## config.mk

```make
export PLATFORM = sky130hd
export DESIGN_NAME = vga_timing_gen
export DESIGN_NICKNAME = d
export VERILOG_FILES = /design/src/rtl/vga_timing_gen.sv
export SDC_FILE = /design/constraint.sdc
export NUM_CORES = 1
export LEC_CHECK = 0
export BUFFER_PORTS_ARGS = -buffer_cell sky130_fd_sc_hd__buf_2
export CAP_MARGIN = 5
export CELL_PAD_IN_SITES_DETAIL_PLACEMENT = 0
export CELL_PAD_IN_SITES_GLOBAL_PLACEMENT = 2
export CORE_MARGIN = 1.5
export CORE_UTILIZATION = 28
export DETAILED_ROUTE_END_ITERATION = 6
export GPL_TIMING_DRIVEN = 0
export PLACE_DENSITY = 0.83
export SYNTH_ARGS = -nofsm -noshare
export SYNTH_HDL_FRONTEND = slang
export SYNTH_SLANG_ARGS = --single-unit
```

## constraint.sdc

```tcl
create_clock -name vgaclk -period 5.6 [get_ports vgaclk]
set_input_delay 1.12 -clock vgaclk [delete_from_list [all_inputs] [get_ports vgaclk]]
set_output_delay 1.12 -clock vgaclk [all_outputs]
set_load 0.05 [all_outputs]
```

## src/rtl/vga_timing_gen.sv

```systemverilog
// VGA timing generator: raster counters, pixel request port, and a LAT-deep
// sync/blank pipeline so colour, sync and blank reach the DAC aligned.
module vga_timing_gen #(
  parameter int              HACTIVE = 640,
  parameter int              HFP     = 16,
  parameter int              HSYNC   = 96,
  parameter int              HBP     = 48,
  parameter int              VACTIVE = 480,
  parameter int              VFP     = 10,
  parameter int              VSYNC   = 2,
  parameter int              VBP     = 33,
  parameter logic            HPOL    = 1'b0,
  parameter logic            VPOL    = 1'b0,
  parameter int              CNTW    = 10,
  parameter int              CW      = 8,
  parameter int              LAT     = 2,
  parameter logic [CW-1:0]   BLANK   = '0
) (
  input  logic            vgaclk,
  input  logic            resetn,
  input  logic            en,
  input  logic [CW-1:0]   r_in,
  input  logic [CW-1:0]   g_in,
  input  logic [CW-1:0]   b_in,
  output logic [CNTW-1:0] x,
  output logic [CNTW-1:0] y,
  output logic            req_valid,
  output logic            sol,
  output logic            sof,
  output logic            hsync,
  output logic            vsync,
  output logic            sync_b,
  output logic            blank_n,
  output logic [CW-1:0]   r,
  output logic [CW-1:0]   g,
  output logic [CW-1:0]   b,
  output logic [15:0]     frame_cnt
);

  localparam int HTOTAL = HACTIVE + HFP + HSYNC + HBP;
  localparam int VTOTAL = VACTIVE + VFP + VSYNC + VBP;

  localparam logic [CNTW-1:0] H_ACT   = CNTW'(HACTIVE);
  localparam logic [CNTW-1:0] H_SS    = CNTW'(HACTIVE + HFP);
  localparam logic [CNTW-1:0] H_SE    = CNTW'(HACTIVE + HFP + HSYNC);
  localparam logic [CNTW-1:0] H_LAST  = CNTW'(HTOTAL - 1);
  localparam logic [CNTW-1:0] V_ACT   = CNTW'(VACTIVE);
  localparam logic [CNTW-1:0] V_SS    = CNTW'(VACTIVE + VFP);
  localparam logic [CNTW-1:0] V_SE    = CNTW'(VACTIVE + VFP + VSYNC);
  localparam logic [CNTW-1:0] V_LAST  = CNTW'(VTOTAL - 1);

  logic [CNTW-1:0] hcnt_r;
  logic [CNTW-1:0] vcnt_r;
  logic [15:0]     frame_cnt_r;
  logic            h_last_s;
  logic            v_last_s;
  logic            active_s;
  logic            hs_act_s;
  logic            vs_act_s;
  logic [2:0]      stage_in_s;
  logic [2:0]      stage_out_s;
  logic            hsync_r;
  logic            vsync_r;
  logic            sync_b_r;
  logic            blank_n_r;
  logic [CW-1:0]   r_r;
  logic [CW-1:0]   g_r;
  logic [CW-1:0]   b_r;

  assign h_last_s = (hcnt_r == H_LAST);
  assign v_last_s = (vcnt_r == V_LAST);
  assign active_s = (hcnt_r < H_ACT) && (vcnt_r < V_ACT);
  assign hs_act_s = (hcnt_r >= H_SS) && (hcnt_r < H_SE);
  // Vertical sync is decided per line, so its edges land on the hcnt wrap.
  assign vs_act_s = (vcnt_r >= V_SS) && (vcnt_r < V_SE);

  assign x         = hcnt_r;
  assign y         = vcnt_r;
  assign req_valid = active_s;
  assign frame_cnt = frame_cnt_r;

  // Line/frame start pulses, suppressed while the block is frozen.
  always_comb begin
    sol = 1'b0;
    sof = 1'b0;
    if (en && (hcnt_r == '0)) begin
      sol = 1'b1;
      sof = (vcnt_r == '0);
    end else begin
      sol = 1'b0;
      sof = 1'b0;
    end
  end

  // Raster counters and completed-frame counter.
  always_ff @(posedge vgaclk or negedge resetn) begin
    if (!resetn) begin
      hcnt_r      <= '0;
      vcnt_r      <= '0;
      frame_cnt_r <= 16'd0;
    end else if (en) begin
      if (h_last_s) begin
        hcnt_r <= '0;
        if (v_last_s) begin
          vcnt_r      <= '0;
          frame_cnt_r <= frame_cnt_r + 16'd1;
        end else begin
          vcnt_r <= vcnt_r + CNTW'(1);
        end
      end else begin
        hcnt_r <= hcnt_r + CNTW'(1);
      end
    end
  end

  assign stage_in_s = {hs_act_s, vs_act_s, active_s};

  generate
    if (LAT == 0) begin : g_nopipe
      assign stage_out_s = stage_in_s;
    end else begin : g_pipe
      logic [2:0] pipe_r [LAT];
      // Shift register matching the pixel generator's latency.
      always_ff @(posedge vgaclk or negedge resetn) begin
        if (!resetn) begin
          for (int i = 0; i < LAT; i++) pipe_r[i] <= 3'b000;
        end else if (en) begin
          pipe_r[0] <= stage_in_s;
          for (int i = 1; i < LAT; i++) pipe_r[i] <= pipe_r[i-1];
        end
      end
      assign stage_out_s = pipe_r[LAT-1];
    end
  endgenerate

  // Output register: the extra clock that aligns sync/blank with colour.
  always_ff @(posedge vgaclk or negedge resetn) begin
    if (!resetn) begin
      hsync_r   <= ~HPOL;
      vsync_r   <= ~VPOL;
      sync_b_r  <= 1'b1;
      blank_n_r <= 1'b0;
      r_r       <= '0;
      g_r       <= '0;
      b_r       <= '0;
    end else if (en) begin
      hsync_r   <= stage_out_s[2] ^ ~HPOL;
      vsync_r   <= stage_out_s[1] ^ ~VPOL;
      sync_b_r  <= ~(stage_out_s[2] | stage_out_s[1]);
      blank_n_r <= stage_out_s[0];
      if (stage_out_s[0]) begin
        r_r <= r_in;
        g_r <= g_in;
        b_r <= b_in;
      end else begin
        r_r <= BLANK;
        g_r <= BLANK;
        b_r <= BLANK;
      end
    end
  end

  assign hsync   = hsync_r;
  assign vsync   = vsync_r;
  assign sync_b  = sync_b_r;
  assign blank_n = blank_n_r;
  assign r       = r_r;
  assign g       = g_r;
  assign b       = b_r;

endmodule

```

==> Word-level counts from Yosys, hierarchy flattened <==
Cells that the tools add are included.
Widths: inputs -> output; s select.
{ "totals": {"out_inout_bits": 67, "regBits": 70, "word_cells": 42} }
{ "op_classes": {"n_mux": 7, "bitwise_logic": 4, "n_eq_ne": 2, "n_addsub": 3, "magnitude_cmp": 6, "n_reduce_logical": 8} }
{ "op_table": {"columns": ["operator", "count"], "rows": [
  ["$mux 8", 3],
  ["$add 10x1->10 const B", 2],
  ["$eq 10x10->1 const B", 2],
  ["$logic_not 10->1", 2],
  ["$lt 10x10->1 const B", 2],
  ["$lt 10x9->1 const B", 2],
  ["$mux 10", 2],
  ["$add 16x1->16 const B", 1],
  ["$ge 10x10->1 const B", 1],
  ["$ge 10x9->1 const B", 1],
  ["$logic_and 1x1->1", 4],
  ["$not 1->1", 3],
  ["$reduce_and 3->1", 1],
  ["$mux 1", 2],
  ["$reduce_and 2->1", 1],
  ["$or 1x1->1", 1]
]} }

==> Logic depth before layout (Yosys ltp) <==
Gate-level depths: netlist of the first run.
{ "logic_depth": {"ltp_word": 3, "mapped_depth": 7, "depth_no_buf": 6} }

==> Least setup slack after synthesis of the first run <==
OpenSTA, ideal clock, no wires.
{ "synth_timing": {"kind": "input port to output port", "start": "input en", "end": "output sof", "t_required_ns": 4.480, "stages": 5, "setup_slack_ns": 1.794, "arrival_time_ns": 2.686, "path_buffers": 1, "cell_sequence": "clkbuf_1 inv_1 nor2_1 and3_1 and4_1"} }
{ "synth_between": {"elab_chain_cells": 2} }
{ "synth_lines": {"columns": ["element", "line", "source"], "rows": [
  ["start, declared", "21", "input logic en,"],
  ["$logic_and 1x1->1", "86", "if (en && (hcnt_r == '0)) begin"],
  ["$mux 1", "86", null],
  ["end, declared", "29", "output logic sof,"]
]} }
Every way passes these cells.

==> Final worst setup path of the first run <==
Same ends and word-level chain as after synthesis.

==> run metrics, run 1 <==
Post-Place Cell Area=4020 um^2; CTS Root Cell=sky130_fd_sc_hd__clkbuf_16; Post-CTS Setup Bufs=0; Sw Share=32.7%; cell area after layout=4320 um^2; TritonRoute pass-1 iters=6; Warnings, synthesis=0; H-Tree Level Count=3; routed wire length=8410 um; Least-Margin Pin Slew=0.857 ns; final estimated routing congestion in global placement=0.763; antenna violations before repair=0; final-report setup violation count=0; share of synthesized flip-flops with an asynchronous set or reset=100%; type of origin of the critical path=primary input; ratio of final minimum period to clock period=66.8%; starting density of the core=29.1%; number of enable-type register cells in the synthesized netlist=0; achievable clock frequency=0.268 GHz; fraction of layout instances using a drive strength above 1=32.1%; Leak Pwr=2.15 nW; internal power contribution=0.000958 W; clk sink count=70; crit path max fanout=10; Total Negative Setup Slacks=0 ns; leading register cell type out of synthesis=sky130_fd_sc_hd__dfrtp_1; cell area after synthesis=3350 um^2; detailed router's first-iteration violation count=86; Remaining DRCs=0; maximum number of pins on one net before global-route repair=55; clock latency at the later pin of the worst-skew pair=0.33 ns; number of distinct library cell variants in the gate-level netlist after synthesis=45; Clock Power Share=39.8%; clock buffers created by TritonCTS=9; number of hold buffers added after cts=0; number of global-route vias before repair=2684; Vias=2743; maximum number of buffers from clock root to sink=2; most common cell after layout, fill and taps aside=sky130_fd_sc_hd__buf_2; most frequent cells in the layout=sky130_fd_sc_hd__buf_2, sky130_fd_sc_hd__dfrtp_1, sky130_fd_sc_hd__nand3_1; net switching power=0.000465 W; post-synthesis average cell area=10.4 um^2; average wire per standard cell=14.6 um; count of instances resized after the clock tree is built=0; critical path data arrival time=2.62 ns; number of pins exceeding their max-slew limit in the final report=0; part of the total power dissipated in combinational logic=19.9%; overall die area=12600 um^2; die outline width=112 um; I/O pin count=94; total of buffers placed on input and output ports=93; PD cells=329 nW/um^2; Antenna diodes=0; Worst Clk Skew=0.00669 ns; Mapped Cells=323; global-route usage over all layers=13.6%; shortest period the worst path allows=3.74 ns; critical path start-end classification=primary input to output port; half-perimeter wire length after detailed placement=6110 um; TritonCTS clock tree=built; net count after synthesis=355; sequential cell area fraction in the yosys report=52.4%; register share of total power=40.3%; required time of the worst setup path=4.48 ns; Area Overhead vs Synth=29.1%; Hold/Removal Path Class=flip-flop to flip-flop; maximum ir drop on the vdd rail=0.257 mV; worst hold-check slack=0.436 ns; worst-case headroom to the max-slew limit=42.4%; # rows=39; CORE AREA=11500 um^2; flops & latches, synth=70; Nets=460; clk slew on worst S/H paths=0.06 ns; post-detailed-route via-to-cell ratio=4.76; number of maximum-capacitance constraint violations=0; grt ovf=0; wire length of the first global-routing pass=13700 um; result of the run=completed; category of the worst setup path capture point=output port; number of hold violations in the final report=0; setup repair after global routing missed its margin=false; Chip Height=112 um; ANT nets after route=0
## worst max-delay path, cell delays in order
cell and delay [ns]:
sky130_fd_sc_hd__buf_2 0.10, sky130_fd_sc_hd__clkbuf_1 0.33, sky130_fd_sc_hd__inv_1 0.21, sky130_fd_sc_hd__nor2_1 0.16
sky130_fd_sc_hd__and3_1 0.23, sky130_fd_sc_hd__and4_1 0.20, sky130_fd_sc_hd__buf_2 0.27
## worst paths after layout
path	from	to	slack, ns	depth (start not counted)
min reg2reg	stage_out_s[2]	sync_b	0.44	1
min	stage_out_s[2]	sync_b	0.44	1
max reg2reg	x[0]	y[7]	3.49	5
max in group asynchronous	resetn	sync_b	4.35	2
min in group asynchronous	resetn	g[1]	0.65	1
max	en	sof	1.86	7
## power groups by stage
stage,Combinational [W],Sequential [W],Clock (W)
2_1_floorplan,0.0000787,0.000699,0
3_3_place_gp,0.000280,0.000581,0
3_5_place_dp,0.000285,0.000582,0
4_1_cts,0.000286,0.000573,0.000588
5_1_grt,0.000303,0.000579,0.000606
6_report,0.000283,0.000574,0.000567
## cells in the mapped netlist, types with 2 or more instances
cell	instances	area, um^2
sky130_fd_sc_hd__dfrtp_1	67	1680
sky130_fd_sc_hd__nand3_1	41	205
sky130_fd_sc_hd__inv_1	37	139
sky130_fd_sc_hd__o21ai_0	36	180
sky130_fd_sc_hd__nand2_1	16	60.1
sky130_fd_sc_hd__xor2_1	14	123
sky130_fd_sc_hd__xnor2_1	10	87.6
sky130_fd_sc_hd__clkbuf_1	9	33.8
sky130_fd_sc_hd__nor3_1	8	40.0
sky130_fd_sc_hd__nor2_1	7	26.3
sky130_fd_sc_hd__and4_1	6	52.6
sky130_fd_sc_hd__mux2_2	6	67.6
sky130_fd_sc_hd__nand4_1	6	37.5
sky130_fd_sc_hd__and3_1	5	31.3
sky130_fd_sc_hd__ha_1	5	62.6
sky130_fd_sc_hd__buf_2	4	20.0
sky130_fd_sc_hd__nor3_2	4	40.0
sky130_fd_sc_hd__buf_1	3	11.3
sky130_fd_sc_hd__dfstp_2	3	78.8
sky130_fd_sc_hd__nor4_1	3	18.8
sky130_fd_sc_hd__nor4_4	3	63.8
sky130_fd_sc_hd__or3_1	3	18.8
sky130_fd_sc_hd__a21oi_1	2	10.0
sky130_fd_sc_hd__mux2i_1	2	20.0
sky130_fd_sc_hd__o2bb2ai_1	2	17.5
sky130_fd_sc_hd__or4_4	2	22.5
## kinds of logic (layout without fill, tap and decap cells)
kind of cell	Yosys count	count (layout)	synth area share, %
AOI/OAI and AO/OA	47	47	7.81
muxes	8	8	2.62
buffers and inverters	54	164	6.43
DFF	70	70	52.4
adders and majority gates	5	5	1.87
and+or+nand+nor	115	115	22.5
xor gates and xnor gates	24	24	6.28
## sequential cells by signal, summed over array words and instances (netlist names)
signal,flops
sync_b,1
b,8
g_pipe.pipe_r,3
r,8
g,8
hsync,1
stage_out_s,3
blank_n,1
x,10
y,10
vsync,1
frame_cnt,16
## metal layers
metal	vias to the layer above	global-route usage [%]	wire (um)
li1	1327	-	-
met1	1350	18.2	4050
met2	60	22.2	4000
met3	6	2.05	255
met4	0	5.57	96
met5	-	0	0
## final cells by class
cell class	count	area [um^2]
Buffer	17	76.3
Clock buffer	9	225
Clock inverter	7	73.8
Fill cell	1206	7200
Inverter	37	139
Multi-Input combinational cell	199	1380
Sequential cell	70	1760
Tap cell	143	179
Timing Repair Buffer	94	495
## through the flow
step / instances / util (%) / worst slack [ns] / power (W)
after detailed placement: 560 / 34.9 / 1.85 / 0.000867
after floorplan: 323 / - / 1.79 / 0.000778
final: 576 / 37.5 / 1.86 / 0.00142
after global placement: 559 / 34.7 / 1.83 / 0.000861
after global routing: 576 / 37.5 / 1.69 / 0.00149
after CTS: 576 / 37.5 / 1.84 / 0.00145
No activity file was read; power rests on OpenSTA's default activity.
==> run 2, diff against run 1 <==
--- a/config.mk
+++ b/config.mk
@@ -13,7 +13,7 @@
 export CORE_UTILIZATION = 28
 export DETAILED_ROUTE_END_ITERATION = 6
 export GPL_TIMING_DRIVEN = 0
-export PLACE_DENSITY = 0.83
+export PLACE_DENSITY = 0.86
 export SYNTH_ARGS = -nofsm -noshare
 export SYNTH_HDL_FRONTEND = slang
 export SYNTH_SLANG_ARGS = --single-unit
==> constraint.sdc (replaced) <==
create_clock -name vgaclk -period 3.2 [get_ports vgaclk]
set_input_delay 0.64 -clock vgaclk [delete_from_list [all_inputs] [get_ports vgaclk]]
set_output_delay 0.64 -clock vgaclk [all_outputs]
set_load 0.05 [all_outputs]
==> run metrics, run 2 (same netlist as run 1, synthesis figures left out) <==
result of the run=complete, but fails checks; violated checks=DRC; post-detailed-route via-to-cell ratio=4.76 (about the same); grt ovf=0 (unchanged); TritonCTS clock tree=built; crit path max fanout=10 (unchanged); global-route usage over all layers=13.9% (+0.30 points); detailed router's first-iteration violation count=173 (+100%); setup repair after global routing missed its margin=false; die outline width=112 um (unchanged); Clock Power Share=40.1% (+0.3 points); H-Tree Level Count=3 (unchanged); Hold/Removal Path Class=primary input to async pin; maximum number of buffers from clock root to sink=2 (unchanged); post-layout total power=0.00250 W (+76%); Nets=460 (unchanged); clk sink count=70 (unchanged); type of origin of the critical path=primary input; Worst Clk Skew=0.00725 ns (+0.000563 ns); Sw Share=31.5% (-1.1 points); number of maximum-capacitance constraint violations=0 (unchanged); number of pins exceeding their max-slew limit in the final report=0 (unchanged); count of instances resized after the clock tree is built=0 (unchanged); Chip Height=112 um (unchanged); FILL cells=1196 (-0.83%); starting density of the core=29.1% (unchanged); slack of the worst reg-to-reg path=1.02 ns (-2.47 ns); part of the total power dissipated in combinational logic=19.7% (-0.2 points); worst-case headroom to the max-slew limit=38.9% (-3.5 points); number of global-route vias before repair=2707 (+0.86%); cell area after layout=4320 um^2 (about the same); number of flip-flops in the largest register=16 (unchanged); Remaining DRCs=2 (+2); final estimated routing congestion in global placement=0.792 (+3.8%); clock latency at the later pin of the worst-skew pair=0.33 ns (about the same); antenna violations before repair=0 (unchanged); CORE AREA=11500 um^2 (unchanged); Post-CTS Setup Bufs=0 (unchanged); PD cells=579 nW/um^2 (+76%); Area Overhead vs Synth=29.2% (about the same); clock buffers created by TritonCTS=9 (unchanged); category of the worst setup path capture point=output port; average wire per standard cell=14.5 um (-0.96%); wire length of the first global-routing pass=14000 um (+1.8%); CTS Root Cell=sky130_fd_sc_hd__clkbuf_16; total of buffers placed on input and output ports=93 (unchanged); number of hold buffers added after cts=0 (unchanged); maximum number of pins on one net before global-route repair=70 (+27%); number of hold violations in the final report=0 (unchanged); register share of total power=40.2% (about the same); TritonRoute pass-1 iters=7 (+1); maximum ir drop on the vdd rail=0.321 mV (+25%); Vias=2742 (-0.036%); Post-Place Cell Area=4020 um^2 (unchanged); I/O pin count=94 (unchanged); achievable clock frequency=0.354 GHz; final-report setup violation count=0 (unchanged); net switching power=0.000789 W (+70%); Total Negative Setup Slacks=0 ns (unchanged); Layout Utilization=37.5% (about the same); fraction of layout instances using a drive strength above 1=31.9% (-0.23 points); worst hold-check slack=0.0934 ns (-0.343 ns); most frequent cells in the layout=sky130_fd_sc_hd__buf_2, sky130_fd_sc_hd__dfrtp_1, sky130_fd_sc_hd__nand3_1; # rows=39 (unchanged); Leak Pwr=2.15 nW (+0.31%); clk slew on worst S/H paths=0.06 ns (about the same); internal power contribution=0.00171 W (+79%); most common cell after layout, fill and taps aside=sky130_fd_sc_hd__buf_2; worst flop-to-flop path startpoint=x[5]; ratio of final minimum period to clock period=88.3%; ANT nets after route=0 (unchanged); routed wire length=8330 um (-0.96%); overall die area=12600 um^2 (unchanged); critical path data arrival time=2.18 ns (-0.44 ns); Least-Margin Pin Slew=0.909 ns (+0.0520 ns); critical path start-end classification=primary input to output port; half-perimeter wire length after detailed placement=5960 um (-2.4%); launching element of the worst setup path=en; Antenna diodes=0 (unchanged); required time of the worst setup path=2.56 ns (-1.92 ns); shortest period the worst path allows=2.82 ns
==> run 2: metrics by stage <==
stage / setup slack, ns / std cells
floorplan: 0.354 / 323
global placement: 0.363 / 559
detailed placement: 0.342 / 560
CTS: 0.335 / 576
global route: 0.175 / 576
finish: 0.376 / 576
==> run 2: final timing paths <==
check | endpoint | cells past startpoint
max | sof | 7
min reg2reg | sync_b | 1
min in group vgaclk | sync_b | 1
max reg2reg | y[7] | 4
min | g[3] | 1
max in group asynchronous | sync_b | 2
==> run 2: routing by layer <==
metal	wire [um]	up-vias	GRT usage, %
met3	326	13	3.24
li1	-	1327	-
met2	3680	64	20.3
met1	4170	1338	19.8
met4	149	0	5.82
met5	0	-	0
==> run 2: layout make-up <==
type,instances,area (um^2),area share [%]
plain buffers,17,76.3,1.77
inverters,37,139,3.21
clock buffers,12,256,5.93
clock inverters,4,45.0,1.04
flip-flops and latches,70,1760,40.6
multi-input cells,199,1380,31.8
repair buffers,94,495,11.5
well taps,143,179,4.14
==> run 2: power by group through the flow <==
stage                     clock network, W  logic (W)  registers (W)
final                              0.00100   0.000494        0.00101
after global routing               0.00108   0.000529        0.00101
after CTS                          0.00104   0.000500        0.00101
after detailed placement                 0   0.000498        0.00102
after global placement                   0   0.000488        0.00102
after floorplan                          0   0.000138        0.00122
==> run 2: critical path, stage by stage <==
cell	delay (ns)
sky130_fd_sc_hd__buf_2	0.11
sky130_fd_sc_hd__clkbuf_1	0.36
sky130_fd_sc_hd__inv_1	0.21
sky130_fd_sc_hd__nor2_1	0.15
sky130_fd_sc_hd__and3_1	0.24
sky130_fd_sc_hd__and4_1	0.21
sky130_fd_sc_hd__buf_2	0.26
